===== config.mk =====
export PLATFORM = sky130hd
export DESIGN_NAME = keccak_lane_buffer_flat
export DESIGN_NICKNAME = d
export VERILOG_FILES = /design/src/rtl/keccak_lane_buffer_pkg.sv /design/src/rtl/keccak_lane_buffer_if.sv /design/src/rtl/keccak_lane_buffer_digest_shifter.sv /design/src/rtl/keccak_lane_buffer.sv /design/src/flat_wrapper.sv
export SDC_FILE = /design/constraint.sdc
export NUM_CORES = 2
export LEC_CHECK = 0
export ABC_AREA = 0
export CAP_MARGIN = 20
export CORE_AREA = 2 2 575 577
export DETAILED_ROUTE_END_ITERATION = 8
export DIE_AREA = 0 0 577 579
export GPL_ROUTABILITY_DRIVEN = 1
export SLEW_MARGIN = 20
export SYNTH_ARGS = -nofsm -noshare
export SYNTH_HDL_FRONTEND = slang
export SYNTH_SLANG_ARGS = --single-unit

===== constraint.sdc =====
create_clock -name clk -period 5.46 [get_ports clk]
set_clock_uncertainty 0.2 [all_clocks]
set_input_delay 1.638 -clock clk [delete_from_list [all_inputs] [get_ports clk]]
set_output_delay 1.638 -clock clk [all_outputs]
set_load 0.02 [all_outputs]

===== src/rtl/keccak_lane_buffer_pkg.sv =====
// rtl/keccak_lane_buffer_pkg.sv - shared constants and state type for the keccak lane buffer
package keccak_lane_buffer_pkg;

    localparam int          KECCAK_LANE_W  = 64;
    localparam logic [63:0] SHA3_PAD_FIRST = 64'h06;
    localparam logic [63:0] SHA3_PAD_LAST  = 64'h8000_0000_0000_0000;

    typedef enum logic [2:0] {
        IDLE,
        FILL,
        PAD,
        ABSORB,
        WAIT_DIG,
        SQUEEZE,
        DONE
    } kbuf_state_t;

endpackage


===== src/rtl/keccak_lane_buffer_if.sv =====
// rtl/keccak_lane_buffer_if.sv - accelerator FSM <-> lane buffer handshake
interface keccak_lane_buffer_if
    import keccak_lane_buffer_pkg::*;
#(
    parameter int LANE_W = KECCAK_LANE_W
) ();

    logic              start;
    logic [LANE_W-1:0] din;
    logic              din_valid;
    logic              last_block;
    logic              buffer_full;
    logic              ready;
    logic [LANE_W-1:0] dout;
    logic              dout_valid;
    logic              drop_err;

    // Accelerator FSM side
    modport master (
        output start, din, din_valid, last_block,
        input  buffer_full, ready, dout, dout_valid, drop_err
    );

    // Lane buffer side
    modport slave (
        input  start, din, din_valid, last_block,
        output buffer_full, ready, dout, dout_valid, drop_err
    );

endinterface


===== src/rtl/keccak_lane_buffer_digest_shifter.sv =====
// rtl/keccak_lane_buffer_digest_shifter.sv - latches digest lanes and streams them out one per cycle
module keccak_digest_shifter
    import keccak_lane_buffer_pkg::*;
#(
    parameter int LANE_W    = KECCAK_LANE_W,
    parameter int OUT_LANES = 4
) (
    input  logic                        clk,
    input  logic                        rst_n,
    input  logic                        clr_i,
    input  logic                        load_i,
    input  logic [OUT_LANES*LANE_W-1:0] data_i,
    output logic [LANE_W-1:0]           dout_o,
    output logic                        dout_valid_o,
    output logic                        last_o
);

    localparam int                CNT_W   = $clog2(OUT_LANES + 1);
    localparam logic [CNT_W-1:0]  OUT_CNT = CNT_W'(OUT_LANES);

    logic [OUT_LANES*LANE_W-1:0] data_q, data_d;
    logic [CNT_W-1:0]            cnt_q, cnt_d;

    // Next state: abort wins, then load, otherwise shift down one lane while lanes remain
    always_comb begin
        data_d = data_q;
        cnt_d  = cnt_q;
        if (clr_i) begin
            data_d = '0;
            cnt_d  = '0;
        end else if (load_i) begin
            data_d = data_i;
            cnt_d  = OUT_CNT;
        end else if (cnt_q != '0) begin
            data_d = data_q >> LANE_W;
            cnt_d  = cnt_q - CNT_W'(1);
        end
    end

    // Shift register and remaining-lane counter
    always_ff @(posedge clk or negedge rst_n) begin
        if (!rst_n) begin
            data_q <= '0;
            cnt_q  <= '0;
        end else begin
            data_q <= data_d;
            cnt_q  <= cnt_d;
        end
    end

    assign dout_valid_o = (cnt_q != '0);
    assign dout_o       = dout_valid_o ? data_q[LANE_W-1:0] : '0;
    assign last_o       = (cnt_q == CNT_W'(1));

endmodule


===== src/rtl/keccak_lane_buffer.sv =====
// rtl/keccak_lane_buffer.sv - collects message lanes, pads, feeds Keccak core, streams digest
module keccak_lane_buffer
    import keccak_lane_buffer_pkg::*;
#(
    parameter int LANE_W     = KECCAK_LANE_W,
    parameter int RATE_LANES = 17,
    parameter int OUT_LANES  = 4
) (
    input  logic                         clk,
    input  logic                         rst_n,
    keccak_lane_buffer_if.slave          fsm_if,
    output logic [RATE_LANES*LANE_W-1:0] blk_data_o,
    output logic                         blk_valid_o,
    output logic                         blk_last_o,
    input  logic                         blk_ack_i,
    input  logic [OUT_LANES*LANE_W-1:0]  digest_in_i,
    input  logic                         digest_valid_i
);

    localparam int               CNT_W    = $clog2(RATE_LANES + 1);
    localparam logic [CNT_W-1:0] RATE_CNT = CNT_W'(RATE_LANES);

    kbuf_state_t       state_q, state_d;
    logic [CNT_W-1:0]  cnt_q, cnt_d;
    logic [CNT_W-1:0]  msg_end_q, msg_end_d;
    logic [CNT_W-1:0]  cnt_inc;
    logic [LANE_W-1:0] buf_q [RATE_LANES];
    logic [LANE_W-1:0] buf_d [RATE_LANES];
    logic              pad_pend_q, pad_pend_d;
    logic              blk_valid_q, blk_valid_d;
    logic              blk_last_q, blk_last_d;
    logic              drop_err_q, drop_err_d;
    logic              ack_fire;
    logic              sh_load;
    logic              sh_last;
    logic              buffer_full;

    assign cnt_inc  = cnt_q + CNT_W'(1);
    assign ack_fire = (state_q == ABSORB) && blk_valid_q && blk_ack_i;
    assign sh_load  = (state_q == WAIT_DIG) && digest_valid_i && !fsm_if.start;

    // State register
    always_ff @(posedge clk or negedge rst_n) begin
        if (!rst_n) state_q <= IDLE;
        else        state_q <= state_d;
    end

    // Next-state logic; start overrides every other input
    always_comb begin
        state_d = state_q;
        if (fsm_if.start) begin
            state_d = FILL;
        end else begin
            case (state_q)
                FILL: begin
                    if (fsm_if.last_block)
                        state_d = PAD;
                    else if (fsm_if.din_valid && cnt_inc == RATE_CNT)
                        state_d = ABSORB;
                end
                PAD:      state_d = ABSORB;
                ABSORB: begin
                    if (ack_fire) begin
                        if (blk_last_q)      state_d = WAIT_DIG;
                        else if (pad_pend_q) state_d = ABSORB;
                        else                 state_d = FILL;
                    end
                end
                WAIT_DIG: if (digest_valid_i) state_d = SQUEEZE;
                SQUEEZE:  if (sh_last)        state_d = DONE;
                IDLE, DONE: state_d = state_q;
                default:  state_d = IDLE;
            endcase
        end
    end

    // State-decoded outputs
    always_comb begin
        buffer_full   = (state_q != FILL);
        fsm_if.ready  = (state_q == DONE);
    end

    // Datapath next state: lane writes, padding, block hand-off bookkeeping
    always_comb begin
        buf_d       = buf_q;
        cnt_d       = cnt_q;
        msg_end_d   = msg_end_q;
        pad_pend_d  = pad_pend_q;
        blk_valid_d = blk_valid_q;
        blk_last_d  = blk_last_q;
        drop_err_d  = drop_err_q;
        if (fsm_if.start) begin
            for (int i = 0; i < RATE_LANES; i++) buf_d[i] = '0;
            cnt_d       = '0;
            msg_end_d   = '0;
            pad_pend_d  = 1'b0;
            blk_valid_d = 1'b0;
            blk_last_d  = 1'b0;
            drop_err_d  = 1'b0;
        end else begin
            if (fsm_if.din_valid && buffer_full) drop_err_d = 1'b1;
            case (state_q)
                FILL: begin
                    if (fsm_if.din_valid) begin
                        for (int i = 0; i < RATE_LANES; i++)
                            if (cnt_q == CNT_W'(i)) buf_d[i] = fsm_if.din;
                        cnt_d = cnt_inc;
                    end
                    if (fsm_if.last_block) begin
                        msg_end_d = fsm_if.din_valid ? cnt_inc : cnt_q;
                    end else if (fsm_if.din_valid && cnt_inc == RATE_CNT) begin
                        blk_valid_d = 1'b1;
                        blk_last_d  = 1'b0;
                    end
                end
                PAD: begin
                    // A full final block goes out as-is; padding follows in its own block
                    if (msg_end_q == RATE_CNT) begin
                        pad_pend_d = 1'b1;
                        blk_last_d = 1'b0;
                    end else begin
                        for (int i = 0; i < RATE_LANES; i++)
                            if (msg_end_q == CNT_W'(i)) buf_d[i] = buf_d[i] | SHA3_PAD_FIRST;
                        buf_d[RATE_LANES-1] = buf_d[RATE_LANES-1] | SHA3_PAD_LAST;
                        blk_last_d = 1'b1;
                    end
                    blk_valid_d = 1'b1;
                end
                ABSORB: begin
                    if (ack_fire) begin
                        blk_valid_d = 1'b0;
                        if (!blk_last_q) begin
                            for (int i = 0; i < RATE_LANES; i++) buf_d[i] = '0;
                            cnt_d = '0;
                            if (pad_pend_q) begin
                                buf_d[0]            = SHA3_PAD_FIRST;
                                buf_d[RATE_LANES-1] = buf_d[RATE_LANES-1] | SHA3_PAD_LAST;
                                pad_pend_d          = 1'b0;
                                blk_last_d          = 1'b1;
                            end
                        end
                    end else if (!blk_valid_q) begin
                        // re-offer after the pad-only block was loaded
                        blk_valid_d = 1'b1;
                    end
                end
                default: ;
            endcase
        end
    end

    // Datapath registers
    always_ff @(posedge clk or negedge rst_n) begin
        if (!rst_n) begin
            for (int i = 0; i < RATE_LANES; i++) buf_q[i] <= '0;
            cnt_q       <= '0;
            msg_end_q   <= '0;
            pad_pend_q  <= 1'b0;
            blk_valid_q <= 1'b0;
            blk_last_q  <= 1'b0;
            drop_err_q  <= 1'b0;
        end else begin
            buf_q       <= buf_d;
            cnt_q       <= cnt_d;
            msg_end_q   <= msg_end_d;
            pad_pend_q  <= pad_pend_d;
            blk_valid_q <= blk_valid_d;
            blk_last_q  <= blk_last_d;
            drop_err_q  <= drop_err_d;
        end
    end

    for (genvar g = 0; g < RATE_LANES; g++) begin : g_blk
        assign blk_data_o[g*LANE_W +: LANE_W] = buf_q[g];
    end

    assign blk_valid_o        = blk_valid_q;
    assign blk_last_o         = blk_last_q;
    assign fsm_if.buffer_full = buffer_full;
    assign fsm_if.drop_err    = drop_err_q;

    keccak_digest_shifter #(
        .LANE_W    (LANE_W),
        .OUT_LANES (OUT_LANES)
    ) u_shifter (
        .clk          (clk),
        .rst_n        (rst_n),
        .clr_i        (fsm_if.start),
        .load_i       (sh_load),
        .data_i       (digest_in_i),
        .dout_o       (fsm_if.dout),
        .dout_valid_o (fsm_if.dout_valid),
        .last_o       (sh_last)
    );

endmodule


===== src/flat_wrapper.sv =====
// flat-port wrapper written by rule: the top's interface ports become plain ports
module keccak_lane_buffer_flat import keccak_lane_buffer_pkg::*;
#(
    parameter int LANE_W     = KECCAK_LANE_W,
    parameter int RATE_LANES = 17,
    parameter int OUT_LANES  = 4
)
  (clk, rst_n, blk_data_o, blk_valid_o, blk_last_o, blk_ack_i, digest_in_i, digest_valid_i, fsm_if_start, fsm_if_din, fsm_if_din_valid, fsm_if_last_block, fsm_if_buffer_full, fsm_if_ready, fsm_if_dout, fsm_if_dout_valid, fsm_if_drop_err);
  keccak_lane_buffer_if #(.LANE_W(LANE_W)) fsm_if_i ();
  input  logic clk;
  input  logic rst_n;
  output logic [RATE_LANES*LANE_W-1:0] blk_data_o;
  output logic blk_valid_o;
  output logic blk_last_o;
  input  logic blk_ack_i;
  input  logic [OUT_LANES*LANE_W-1:0] digest_in_i;
  input  logic digest_valid_i;
  input wire logic [$bits(fsm_if_i.start)-1:0] fsm_if_start;
  input wire logic [$bits(fsm_if_i.din)-1:0] fsm_if_din;
  input wire logic [$bits(fsm_if_i.din_valid)-1:0] fsm_if_din_valid;
  input wire logic [$bits(fsm_if_i.last_block)-1:0] fsm_if_last_block;
  output wire logic [$bits(fsm_if_i.buffer_full)-1:0] fsm_if_buffer_full;
  output wire logic [$bits(fsm_if_i.ready)-1:0] fsm_if_ready;
  output wire logic [$bits(fsm_if_i.dout)-1:0] fsm_if_dout;
  output wire logic [$bits(fsm_if_i.dout_valid)-1:0] fsm_if_dout_valid;
  output wire logic [$bits(fsm_if_i.drop_err)-1:0] fsm_if_drop_err;
  assign fsm_if_i.start = fsm_if_start;
  assign fsm_if_i.din = fsm_if_din;
  assign fsm_if_i.din_valid = fsm_if_din_valid;
  assign fsm_if_i.last_block = fsm_if_last_block;
  assign fsm_if_buffer_full = fsm_if_i.buffer_full;
  assign fsm_if_ready = fsm_if_i.ready;
  assign fsm_if_dout = fsm_if_i.dout;
  assign fsm_if_dout_valid = fsm_if_i.dout_valid;
  assign fsm_if_drop_err = fsm_if_i.drop_err;
  keccak_lane_buffer #(.LANE_W(LANE_W), .RATE_LANES(RATE_LANES), .OUT_LANES(OUT_LANES)) u_core (.clk(clk), .rst_n(rst_n), .fsm_if(fsm_if_i), .blk_data_o(blk_data_o), .blk_valid_o(blk_valid_o), .blk_last_o(blk_last_o), .blk_ack_i(blk_ack_i), .digest_in_i(digest_in_i), .digest_valid_i(digest_valid_i));
endmodule

==> Flow_metrics.wiki <==
{| class="wikitable"
! Metric !! Value
|-
| Die span in x || just under 600 um
|-
| Share of final-layout standard cells stronger than drive strength 1 || 22.3%
|-
| Post-cts gate resize count || 0
|-
| Net count of the mapped netlist || 4588
|-
| Clock transition at the register clock pins on the worst setup and hold paths after CTS || about 60 ps
|-
| Final HPWL DP || approximately 190 mm
|-
| Remaining global-route overflow || 0
|-
| Critical path data required time || ~3600 ps
|-
| Warnings from Yosys || 0
|-
| Hold Fails Final Rpt || 0
|-
| Top flip-flop cell by instance count after synthesis || sky130_fd_sc_hd__dfrtp_1
|-
| Reg-to-reg startpoint || u_core.state_q[1]
|-
| Number of max-capacitance violations reported || 0
|-
| Number of core rows || roughly 210
|-
| Static leakage power || 34.5 nW
|-
| Setup crit end || fsm_if_dout[14]
|-
| Detail-routed net length per standard cell || between 20 and 25 um
|-
| Kind of end point of the critical path || output port
|-
| Vias per inst || around 4.0
|-
| Global-route wire length before repair || about 330 mm
|-
| Worst VDD drop || about 0.34 mV
|-
| Simple-gate share of the synthesized area || under 10%
|-
| Die Outline Area || between 300000 and 400000 um2
|-
| Post-route setup TNS || 0 ps
|-
| GRT Total Usage || 14.1%
|-
| Post-synthesis instance area || approximately 55000 um2
|-
| Area fraction in compound gates after synthesis || between 6 and 7%
|-
| Area of the core || 329000 um2
|-
| Classification of the worst-slack hold path || reg2reg
|-
| Finish-stage setup viols || 0
|-
| Reg-to-reg endpoint || u_core.blk_data_o[855]
|-
| Arrival time at the worst endpoint || approximately 3300 ps
|-
| Die height || slightly below 600 um
|-
| Total number of vias || between 40000 and 50000
|-
| Pwr per Cell Area || approximately 630 nW/um2
|-
| Post-CTS Setup Bufs || 0
|-
| Hold Buf Count CTS || 0
|-
| Clock insertion delay at the later pin of the skew report || 820 ps
|-
| Count of antenna-violating nets left after detailed routing || 0
|-
| Gate count after technology mapping || 4251
|-
| Worst setup slack for register-to-register paths || 1810 ps
|-
| Critical path origin || u_core.u_shifter.cnt_q[0]
|-
| Run status || complete, no violations
|-
| Share of cell area taken by muxes after synthesis || 19.4%
|-
| Num ports || 1485
|-
| Worst-Margin Slew || around 1200 ps
|-
| Parity-gate share of the synthesized area counting xor and xnor cells || less than 1%
|-
| Iteration-0 DRC Markers || between 2000 and 2500
|-
| Achievable Freq || a little under 200 MHz
|-
| Number of flops mapped to enable cells by yosys || 0
|-
| Count of filler cells inserted in the layout || 34300
|-
| CTS tree || built
|-
| Time the worst path needs with I/O delays and setup || 5090 ps
|-
| Dominant combinational cell family by area after synthesis || multiplexers
|-
| Routability congestion estimate from global placement || roughly 0.86
|-
| Instance count after placement with tap cells included || 9899
|-
| Final Slew Violations || 0
|-
| Sequential cell area fraction in the yosys report || approximately 62%
|-
| Final Power || 50.6 mW
|-
| Pin count of the biggest net entering global routing || 139
|-
| Seq cells post-synth || roughly 1400
|-
| Number of global-route vias before repair || between 40000 and 50000
|-
| Final #Nets || 6034
|-
| Count of cell types in the netlist || 61
|-
| Fin cells || approximately 10000
|-
| Hold_sp || u_core.blk_data_o[821]
|-
| CTS H-tree lvls || 4
|-
| Number of input and output port buffers inserted || ~1500
|-
| Clock buffer count from CTS || about 160
|-
| Number of antenna violations at the first check in global routing || a little under 90
|-
| Area growth from synthesis to layout || 47.0%
|-
| Root Driver || sky130_fd_sc_hd__clkbuf_16
|-
| Fraction of the mapped netlist area in adder cells || 0.227%
|-
| Worst Setup Path Type || reg2out
|-
| TritonCTS Sinks || between 1000 and 1500
|-
| First drt pass iteration count || 7
|-
| Buffers from clock root to sink, at most || 4
|-
| DRC errors left || 0
|-
| Worst setup SP type || flip-flop
|-
| Average instance area after synthesis || approximately 13 um2
|-
| Post-route clock period utilization || between 90 and 100%
|-
| Remaining max-slew budget at the tightest pin || approximately 22%
|-
| Unrepaired setup endpoints after global routing || no
|-
| Starting density of the core || between 10% and 20%
|-
| Drt total wl || between 200 and 250 mm
|-
| Maximum net fanout on the critical path || 129
|-
| Share of async-settable or async-resettable flops after synthesis || 100%
|-
| R2r worst-path depth || 5
|}
-- flip-flops by register name, summed over array words and instances (netlist names) --
signal	cells
u_core.cnt_q	5
u_core.pad_pend_q	1
u_core.u_shifter.data_q	256
u_core.msg_end_q	5
u_core.u_shifter.cnt_q	3
u_core.blk_last_o	1
u_core.state_q	3
u_core.blk_valid_o	1
u_core.fsm_if.drop_err	1
u_core.blk_data_o	1088
-- layout by cell type (no fill, tap or decap), types with 9 or more instances in the layout --
| cell type | netlist | layout |
|---|---|---|
| sky130_fd_sc_hd__mux2_1 | 57 | 57 |
| sky130_fd_sc_hd__clkbuf_16 | 0 | 163 |
| sky130_fd_sc_hd__nand2_1 | 658 | 658 |
| sky130_fd_sc_hd__clkbuf_8 | 0 | 25 |
| sky130_fd_sc_hd__nor2_4 | 7 | 11 |
| sky130_fd_sc_hd__clkdlybuf4s50_1 | 0 | 1482 |
| sky130_fd_sc_hd__mux2_4 | 120 | 120 |
| sky130_fd_sc_hd__a31oi_1 | 9 | 9 |
| sky130_fd_sc_hd__o21ai_0 | 202 | 202 |
| sky130_fd_sc_hd__nor2_1 | 220 | 216 |
| sky130_fd_sc_hd__inv_1 | 14 | 14 |
| sky130_fd_sc_hd__diode_2 | 0 | 48 |
| sky130_fd_sc_hd__and2_1 | 126 | 123 |
| sky130_fd_sc_hd__clkbuf_1 | 199 | 30 |
| sky130_fd_sc_hd__dfrtp_1 | 1364 | 1364 |
| sky130_fd_sc_hd__a22o_1 | 65 | 65 |
| sky130_fd_sc_hd__a21oi_1 | 20 | 19 |
| sky130_fd_sc_hd__clkinv_2 | 0 | 23 |
| sky130_fd_sc_hd__bufinv_16 | 0 | 14 |
| sky130_fd_sc_hd__a311oi_1 | 193 | 193 |
| sky130_fd_sc_hd__buf_4 | 41 | 110 |
| sky130_fd_sc_hd__mux2_2 | 728 | 728 |
| sky130_fd_sc_hd__nor2b_1 | 12 | 11 |
| sky130_fd_sc_hd__ha_1 | 10 | 10 |
| sky130_fd_sc_hd__buf_12 | 0 | 38 |
-- synth_stat cells (5+ instances only) --
master / instances / area (um2)
sky130_fd_sc_hd__nand3b_1: 8 / 60.1
sky130_fd_sc_hd__and2_1: 126 / 788
sky130_fd_sc_hd__nand3_1: 9 / 45.0
sky130_fd_sc_hd__a311oi_1: 193 / 1690
sky130_fd_sc_hd__nand2_1: 658 / 2470
sky130_fd_sc_hd__buf_1: 9 / 33.8
sky130_fd_sc_hd__o21ai_0: 202 / 1010
sky130_fd_sc_hd__ha_1: 10 / 125
sky130_fd_sc_hd__mux2_2: 728 / 8200
sky130_fd_sc_hd__a31oi_1: 9 / 56.3
sky130_fd_sc_hd__clkbuf_1: 199 / 747
sky130_fd_sc_hd__a21oi_1: 20 / 100
sky130_fd_sc_hd__mux2_4: 120 / 1800
sky130_fd_sc_hd__buf_6: 21 / 236
sky130_fd_sc_hd__a21oi_2: 7 / 61.3
sky130_fd_sc_hd__o31ai_1: 5 / 37.5
sky130_fd_sc_hd__nor2_4: 7 / 78.8
sky130_fd_sc_hd__and3_1: 6 / 37.5
sky130_fd_sc_hd__mux2_1: 57 / 642
sky130_fd_sc_hd__dfrtp_1: 1364 / 34100
sky130_fd_sc_hd__nor2_1: 220 / 826
sky130_fd_sc_hd__buf_2: 80 / 400
sky130_fd_sc_hd__nor2b_1: 12 / 75.1
sky130_fd_sc_hd__buf_4: 41 / 308
sky130_fd_sc_hd__inv_1: 14 / 52.6
sky130_fd_sc_hd__a22o_1: 65 / 569
sky130_fd_sc_hd__nor3_1: 6 / 30.0
sky130_fd_sc_hd__or3_1: 8 / 50.1
-- per-layer routing --
layer	vias to the layer above	part of all wire, %	global-route usage (%)	routed length [um]
li1	17700	-	-	-
met1	20900	39	16.6	95500
met2	1818	48	23.5	118000
met3	467	8.7	4.24	21400
met4	34	4.9	6.39	12000
met5	-	0.083	0	206
-- how the worst min path moves through the flow --
stage                                         endpoint  slack [ps]  cells after the start
final                           u_core.blk_data_o[821]         280                      2
after CTS                       u_core.blk_data_o[901]         280                      2
after global placement          u_core.blk_data_o[840]         260                      2
after detailed placement        u_core.blk_data_o[821]         270                      2
after global routing            u_core.blk_data_o[165]         300                      1
after floorplan           u_core.u_shifter.data_q[192]         270                      1
-- logic make-up after synthesis --
group | after synthesis
adder cells (fa/ha/maj) | 10
buffers and inverters | 365
AND/OR/NAND/NOR | 1079
multiplexers | 908
AO/OA/AOI/OAI | 521
flip-flops | 1364
XOR/XNOR | 4
-- critical path: stages (launching register included) --
cell,delay (ps)
sky130_fd_sc_hd__dfrtp_1,360
sky130_fd_sc_hd__inv_1,90
sky130_fd_sc_hd__ha_1,220
sky130_fd_sc_hd__nor2b_4,150
sky130_fd_sc_hd__inv_8,400
sky130_fd_sc_hd__and2_1,300
sky130_fd_sc_hd__clkdlybuf4s50_1,780
-- through the flow --
stage / cell area [um2] / utilization, % / hold WS (ps) / setup WS [ps]
after floorplan: 55100 / - / 273 / 1930
after global placement: 75400 / 22.9 / 261 / 338
after detailed placement: 75400 / 22.9 / 269 / 341
after CTS: 80800 / 24.6 / 282 / 81.8
after global routing: 80900 / 24.6 / 298 / 153
final: 81000 / 24.6 / 276 / 375
-- layout make-up --
type,instances,area (um2),share of cell area (%)
clock inverters,67,897,1.11
flip-flops and latches,1364,34100,42.2
repair buffers,1633,16500,20.4
clock buffers,218,4540,5.60
diodes,48,120,0.148
multi-input cells,2522,19300,23.8
well taps,4366,5460,6.75
inverters,15,63.8,0.0788
-- power by group --
| group | switching (mW) | leakage, nW | internal [mW] | total, mW |
|---|---|---|---|---|
| Clock | 4.61 | 2.65 | 6.55 | 11.2 |
| Combinational | 13.3 | 13.8 | 10.4 | 23.7 |
| Sequential | 2.12 | 18.1 | 13.6 | 15.7 |
| Total | 20.0 | 34.5 | 30.6 | 50.6 |
Note: power is estimated with default switching activity, not from simulation.
